==> config.mk <==
export PLATFORM = sky130hd
export DESIGN_NAME = fp_normalize_round
export DESIGN_NICKNAME = d
export VERILOG_FILES = /design/src/rtl/fp_normalize_round.sv
export SDC_FILE = /design/constraint.sdc
export NUM_CORES = 1
export LEC_CHECK = 0
export ABC_AREA = 1
export CAP_MARGIN = 30
export CELL_PAD_IN_SITES_DETAIL_PLACEMENT = 0
export CELL_PAD_IN_SITES_GLOBAL_PLACEMENT = 1
export CORE_UTILIZATION = 36
export DETAILED_ROUTE_END_ITERATION = 8
export PLACE_DENSITY = 0.86
export SYNTH_ARGS = -nofsm -noshare
export SYNTH_HDL_FRONTEND = slang
export SYNTH_SLANG_ARGS = --single-unit
export TNS_END_PERCENT = 50
==> constraint.sdc <==
create_clock -name clk -period 4.7 [get_ports clk]
set_input_delay 0.94 -clock clk [delete_from_list [all_inputs] [get_ports clk]]
set_output_delay 0.94 -clock clk [all_outputs]
set_load 0.1 [all_outputs]
==> src/rtl/fp_normalize_round.sv <==
// Two-stage floating-point normalize (S1) and round-to-nearest-even/pack (S2)
// pipeline with valid/ready handshaking; results flush to zero instead of going subnormal.
module fp_normalize_round #(
  parameter int EXP_WIDTH  = 8,
  parameter int MANT_WIDTH = 23,
  parameter int IN_WIDTH   = MANT_WIDTH + 5
) (
  input  logic                              clk,
  input  logic                              rst_n,
  input  logic                              in_valid,
  output logic                              in_ready,
  input  logic                              in_sign,
  input  logic [EXP_WIDTH+1:0]              in_exp,
  input  logic [IN_WIDTH-1:0]               in_mant,
  output logic                              out_valid,
  input  logic                              out_ready,
  output logic [EXP_WIDTH+MANT_WIDTH:0]     out_result,
  output logic [2:0]                        out_flags
);

  localparam int EW    = EXP_WIDTH + 3;
  localparam int FW    = IN_WIDTH - 2;
  localparam int LOW_W = IN_WIDTH - MANT_WIDTH - 3;
  localparam int PW    = $clog2(IN_WIDTH);

  logic                          s1Valid_q, s1Sign_q, s1Sticky_q, s1Zero_q;
  logic signed [EW-1:0]          s1Exp_q;
  logic [FW-1:0]                 s1Frac_q;
  logic                          outValid_q;
  logic [EXP_WIDTH+MANT_WIDTH:0] result_q, result_d;
  logic [2:0]                    flags_q, flags_d;

  logic                          s2Free, inFire;
  logic [PW-1:0]                 lead;
  logic [FW-1:0]                 norm_d;
  logic                          sticky_d;
  logic signed [EW-1:0]          exp_d;

  assign s2Free   = !outValid_q | out_ready;
  assign in_ready = !s1Valid_q | s2Free;
  assign inFire   = in_valid & in_ready;

  always_comb begin
    lead = '0;
    for (int i = 0; i < IN_WIDTH; i++) begin
      if (in_mant[i]) lead = PW'(i);
    end
  end

  // Only the bits below the hidden one are kept; the hidden bit is 1 for every nonzero input.
  always_comb begin
    sticky_d = 1'b0;
    if (lead == PW'(IN_WIDTH - 1)) begin
      norm_d   = in_mant[IN_WIDTH-2:1];
      sticky_d = in_mant[0];
    end else begin
      norm_d = FW'(in_mant << (PW'(IN_WIDTH - 2) - lead));
    end
    exp_d = {{(EW-EXP_WIDTH-2){in_exp[EXP_WIDTH+1]}}, in_exp}
          + {{(EW-PW){1'b0}}, lead} - EW'(IN_WIDTH - 2);
  end

  always_ff @(posedge clk or negedge rst_n) begin
    if (!rst_n) begin
      s1Valid_q  <= 1'b0;
      s1Sign_q   <= 1'b0;
      s1Sticky_q <= 1'b0;
      s1Zero_q   <= 1'b0;
      s1Exp_q    <= '0;
      s1Frac_q   <= '0;
    end else if (inFire) begin
      s1Valid_q  <= 1'b1;
      s1Sign_q   <= in_sign;
      s1Sticky_q <= sticky_d;
      s1Zero_q   <= (in_mant == '0);
      s1Exp_q    <= exp_d;
      s1Frac_q   <= norm_d;
    end else if (s2Free) begin
      s1Valid_q  <= 1'b0;
    end
  end

  logic [MANT_WIDTH-1:0] frac;
  logic                  guard, stickyAll, roundUp, carry, overflow, underflow, inexact;
  logic [MANT_WIDTH-1:0] fracR;
  logic [EW-1:0]         expR;

  assign frac      = s1Frac_q[FW-1 -: MANT_WIDTH];
  assign guard     = s1Frac_q[LOW_W];
  assign stickyAll = (|s1Frac_q[LOW_W-1:0]) | s1Sticky_q;
  assign roundUp   = guard & (stickyAll | frac[0]);
  // A fraction carry-out means the significand reached 2.0; the fraction wraps to zero.
  assign {carry, fracR} = {1'b0, frac} + {{MANT_WIDTH{1'b0}}, roundUp};
  assign expR      = s1Exp_q + {{(EW-1){1'b0}}, carry};
  assign overflow  = !expR[EW-1] && (expR[EW-2:0] >= (EW-1)'((1 << EXP_WIDTH) - 1));
  assign underflow = expR[EW-1] || (expR == '0);
  assign inexact   = guard | stickyAll;

  always_comb begin
    result_d = '0;
    flags_d  = 3'b000;
    if (s1Zero_q) begin
      result_d = {s1Sign_q, {(EXP_WIDTH+MANT_WIDTH){1'b0}}};
    end else if (overflow) begin
      result_d = {s1Sign_q, {EXP_WIDTH{1'b1}}, {MANT_WIDTH{1'b0}}};
      flags_d  = 3'b101;
    end else if (underflow) begin
      result_d = {s1Sign_q, {(EXP_WIDTH+MANT_WIDTH){1'b0}}};
      flags_d  = 3'b011;
    end else begin
      result_d = {s1Sign_q, expR[EXP_WIDTH-1:0], fracR};
      flags_d  = {2'b00, inexact};
    end
  end

  always_ff @(posedge clk or negedge rst_n) begin
    if (!rst_n) begin
      outValid_q <= 1'b0;
      result_q   <= '0;
      flags_q    <= '0;
    end else if (s2Free) begin
      outValid_q <= s1Valid_q;
      if (s1Valid_q) begin
        result_q <= result_d;
        flags_q  <= flags_d;
      end
    end
  end

  assign out_valid  = outValid_q;
  assign out_result = result_q;
  assign out_flags  = flags_q;

endmodule

# Word-level counts from Yosys, hierarchy flattened
# Cells that the tools add are included.
dict set report op_classes {
  add_sub_neg 5
  order_cmp 1
  n_eq_ne 1
  n_shift 1
  n_mux 37
  bitwise 7
  n_reduce_logical 10
}
# op count
set ops {}
lappend ops {{2-to-1 mux 5 bit} 24}
lappend ops {{2-to-1 mux 31 bit} 3}
lappend ops {{zero test 28 bit} 1}
lappend ops {{<< shifter 28 x 5 -> 26 bit} 1}
lappend ops {{2-to-1 mux 26 bit} 1}
lappend ops {{adder 23 x 1 -> 24 bit} 1}
lappend ops {{adder 10 x 6 -> 11 bit} 1}
lappend ops {{adder 11 x 1 -> 11 bit} 1}
lappend ops {{zero test 11 bit} 1}
lappend ops {{subtractor 11 x 5 -> 11 bit, second input constant} 1}
lappend ops {{greater-or-equal comparator 10 x 8 -> 1 bit, second input constant} 1}
lappend ops {{2-to-1 mux 2 bit} 3}
lappend ops {{2-to-1 mux 3 bit} 2}
lappend ops {{equality test 5 bit, second input constant} 1}
lappend ops {{bitwise OR 1 bit} 5}
lappend ops {{subtractor 5 bit, first input constant} 1}
lappend ops {{2-to-1 mux 1 bit} 4}
lappend ops {{zero test 1 bit} 3}
lappend ops {{AND 1 bit} 2}
lappend ops {{AND reduction 2 bit} 1}
lappend ops {{nonzero test 2 bit} 1}
lappend ops {{OR reduction 2 bit} 1}
lappend ops {{logical AND 1 bit} 1}
lappend ops {{logical OR 1 bit} 1}
dict set report totals {
  register_bits 77
  in_bits 43
  output_inout_bits 37
  word_cells 71
}

# Longest topological paths before layout
dict set report logic_depth {
  depth_word 30
  mapped_depth 44
  depth_no_buf 42
}

# Worst setup path before layout
# OpenSTA, ideal clock, no wires.
dict set report synth_timing {
  kind {reg2reg}
  startpoint {register s1Frac_q[2]}
  endpoint {register result_q[0] (netlist: out_result[0])}
  setup_ns 0.130
  arrival_ns 4.337
  t_required_ns 4.570
  slack_ns 0.233
  path_stages_with_launch 30
  path_buffers 1
  synth_period_minus_slack_ns 4.467
  path_cell_list {dfrtp_1 nand2_1 nor2_1 nand3_1 nor2_1 inv_1 nor2_1 nand4_1 nor3_1 nand3_1 nor3_1 nand3_1 nor2_1 nand2_1 nor3_1 ha_1 ha_1 nand3_1 nand3b_1 nor2_1 a21oi_1 nor2_1 nand2_1 nor2_1 inv_1 o41ai_1 inv_1 nand3_1 clkbuf_1 o21ai_0}
}
dict set report synth_via {
  elab_chain_len 8
  word_cells_on_any_way 11
  classes_between {2 x add/sub; 1 x order compare; 3 x mux; 1 x bitwise; 4 x reduce/logical}
}
# item line
set synth_lines {}
lappend synth_lines {{start, declared} 28} ;# logic [FW-1:0] s1Frac_q;
lappend synth_lines {{start signal, assigned} 77} ;# s1Frac_q <= norm_d;
lappend synth_lines {{AND 1 bit (*)} 91} ;# assign roundUp = guard & (stickyAll | frac[0]);
lappend synth_lines {{adder 23 x 1 -> 24 bit (*)} 93} ;# assign {carry, fracR} = {1'b0, frac} + {{MANT_WIDTH{1'b0}}, roundUp};
lappend synth_lines {{parallel branches: the longest is 4 deep, another holds adder 11 x 1 -> 11 bit} -}
lappend synth_lines {{2-to-1 mux 31 bit (*)} 104} ;# end else if (overflow) begin
lappend synth_lines {{2-to-1 mux 31 bit (*)} 102} ;# if (s1Zero_q) begin
lappend synth_lines {{end signal, assigned} 124} ;# result_q <= result_d;
lappend synth_lines {{end, declared} 30} ;# logic [EXP_WIDTH+MANT_WIDTH:0] result_q, result_d;
# Every way passes the cells marked *.
# A chain may end at the register's enable or synchronous reset.

# Worst setup path after layout
dict set report layout_timing {
  startpoint {register s1Frac_q[3]}
  endpoint {register result_q[17] (netlist: out_result[17])}
}
dict set report layout_via {
  elab_chain_len 9
  word_cells_on_any_way 12
  classes_between {2 x add/sub; 1 x order compare; 3 x mux; 2 x bitwise; 4 x reduce/logical}
}
# item line
set layout_lines {}
lappend layout_lines {{bitwise OR 1 bit} 91}
lappend layout_lines {{AND 1 bit} 91}
lappend layout_lines {{adder 23 x 1 -> 24 bit (*)} 93}
lappend layout_lines {{parallel branches: the longest is 4 deep, another holds adder 11 x 1 -> 11 bit} -}
lappend layout_lines {{2-to-1 mux 31 bit (*)} 104}
lappend layout_lines {{2-to-1 mux 31 bit (*)} 102}
# Marked as above.

==> results.md <==
- Outcome: complete, no violations
- Cells on worst reg2reg path: 32
- Placed Cells: ~1.2k
- Initial antenna violation count: 0
- Synth cell types: 38
- Post-synthesis mux area share: 0
- Grt peak-use layer: met2
- Arrival @ worst endpoint: 4620 ps
- # IOs: 80
- Via Count: 6375
- Largest family of logic cells by synthesized area: simple AND/OR/NAND/NOR gates
- Final Max Tran Viols: 0
- Avg Cell Area, Syn: 6.45 um2
- Primary FF master, synth: dfrtp_1
- Fill cells: 1625
- Sequential area share after synthesis: 0.327
- Met1 global-route usage: 0.330
- Drt drc: 0
- Worst EP required: 4940 ps
- Clock Skew: 6.52 ps
- Post-synth top area share: 0.327
- Non-filler cells, final: 1254
- H-tree depth: 3
- DRT Pass-1 Iters: 7
- Worst hold path type: input pin to async pin
- F_max: approximately 230 MHz
- Final Cell Area: 0.00784 mm2
- Yosys reg bits: 77
- Root buf cell: clkbuf_16
- FF-to-FF setup slack: 310 ps
- Startpoint Class: flip-flop
- R2R Path End: out_result[17]
- Adder-Cell Fraction of Synth Area: 0.0416
- GRT met3 Usage: 0.0291
- Crit path max-delay cell type: dfrtp_1
- # diodes: 0
- DP Wirelength: 13700 um
- Grt met2 use: 0.339
- CTS Buffer Depth: 2
- Area Growth Syn to Fin: 33.1%
- Max FO, Critical Path: 4
- WL per Instance: roughly 15 um
- Clock sinks: just under 80
- Overflow after GRT: 0
- Hold Fails Final Rpt: 0
- Cell mode on critical path: nor2_2
- Crit path buf inv count: 6
- Total Routing Usage GR: 0.224
- Worst r2r src: s1Frac_q[3]
- Yosys warning count: 0
- Post-synth EDFFs: 0
- Post-synth top cells: 265 x nand2_1, 157 x nand3_1, 108 x inv_1
- Actual slew at the worst max-slew pin: 973 ps
- Maximum vdd drop: 279 uV
- Cell with the most instances after synthesis: nand2_1
- Asr flop ratio synth: 1.00
- Area fraction in and, or, nand and nor cells after synthesis: 0.388
- Area of the core: ~0.016 mm2
- Vias in the first global route: about 5.8k
- Routed WL: 18300 um
- Syn_nets: 975
- Xor/xnor share of the synthesized area: 0.0238
- Fraction of layout instances using a drive strength above 1: 0.117
- Final min period: 4390 ps
- Worst setup startpoint: s1Frac_q[3]
- PnR Total Power: 3.44 mW
- CTS tree: done
- Insertion delay to the later sink of the worst-skew pair: 330 ps
- Synth area leader: dfrtp_1
- Post-Syn Area: roughly 0.0059 mm2
- Slew HR: 0.350
- Starting density of the core: 0.369
- Delay-heaviest family, CP: simple AND/OR/NAND/NOR gates
- Clock-pin transition on the worst setup and hold timing paths: around 60 ps
- Chip Height: 130 um
- Die ar.: 0.0169 mm2
- Crit end category: flip-flop
- Post-Place Cell Area: 0.00726 mm2
- Row count: 46
- Num CTS Buffers: 9
- Horiz. Die Dim: 130 um
- Final number of setup-violating endpoints: 0
- Fin nets: between 1k and 1.5k
- Gate Count Post-Synth: 913
- Largest net degree at the start of global routing: a little under 80
- Multi-input logic area: ~0.0035 mm2
- CP peak stage delay: 380 ps
- Iter 0 DRT Violations: 650
- Vias per Instance: a little over 5
- Number of port buffers: 79
- Lkg Pwr: 3.95 nW
- Pwr dens: 438 mW/mm2
- Synth Area in Compound Gates: 0.117
- Sequential cell area: 0.00193 mm2
- Max cap viols: 0
- DRT antenna net count: 0
- Top post-synthesis cells by area: dfrtp_1 33%, nand2_1 17%, nand3_1 13%, inv_1 6.9%, nor2_1 5.1%
- Crit Path Class: flip-flop to flip-flop
- Routability Congestion: 0.904
- Tcrit/Tclk final: 0.933
- Hold_buf cts: 0
- First-pass GRT wire length: 29500 um
==> cell usage in the layout, fill, tap and decap left out, drive strengths merged, types with 2 or more instances in the layout <==
master,instances
a211oi,3
a21oi,27
a22oi,5
a31oi,12
buf,69
clkbuf,14
clkdlybuf4s50,74
clkinv,3
clkinvlp,2
dfrtp,77
dlymetal6s2s,3
ha,18
inv,109
nand2,270
nand3,157
nand3b,2
nand4,10
nor2,80
nor3,9
nor4,3
o211ai,5
o21ai,52
o31ai,10
o41ai,2
xnor2,3
xor2,13
==> final cells by class <==
cell class	instances	area share
Multi-Input combinational cell	687	0.448
Sequential cell	77	0.246
Timing Repair Buffer	148	0.182
Inverter	111	0.0531
Tap cell	216	0.0345
Clock buffer	12	0.0340
Clock inverter	3	0.00255
==> worst register-to-register path: cells and delay by family, from the launching register on <==
kind            cells  cell delay (ps)
simple gates       20             2460
buf+inv             6              730
compound gates      4              460
flops               1              380
fa+ha+maj           2              260
==> report_power, final <==
group	switching [mW]	internal, mW	total [mW]
logic	1.30	0.522	1.82
registers	0.125	0.831	0.956
clock network	0.259	0.397	0.655
total	1.69	1.75	3.44
==> timing repair <==
item                       CTS  global route
setup endpoints to repair    0            45
gates resized for setup      0            38
setup buffers                0             7
==> registers in the layout (all words and copies together) (netlist names), 3 cells and up <==
name	cells
out_flags	3
out_result	32
s1Exp_q	11
s1Frac_q	26
==> metal layers <==
layer  wire length, um  vias to the layer above  share of wire
met5                 0                        -              0
met4               328                        0          0.018
met3              1070                       20          0.058
met2              7830                      226           0.43
met1              9070                     2873           0.50
li1                  -                     3256              -
==> per-stage QoR <==
step	hold slack, ps	setup TNS [ps]	worst slack (ps)	utilization
after floorplan	453	0	233	-
after global placement	466	0	16.9	0.456
after detailed placement	466	-24.5	-24.5	0.456
after CTS	482	0	40.3	0.474
after global routing	403	-90.4	-20.2	0.492
final	410	0	314	0.492
==> kinds of logic after synthesis <==
logic type | Yosys count
xor+xnor | 16
compound gates | 118
simple gates | 534
fa+ha+maj | 19
buf+inv | 149
flops | 77
==> worst max-delay path by stage <==
stage,endpoint,slack [ps],cells past startpoint
finish,out_result[17],310,32
global route,out_result[6],-20,30
CTS,out_result[14],40,31
detailed placement,s1Exp_q[9],-20,43
global placement,s1Exp_q[9],20,43
floorplan,out_result[0],230,29
(Power assumes the default switching activity.)
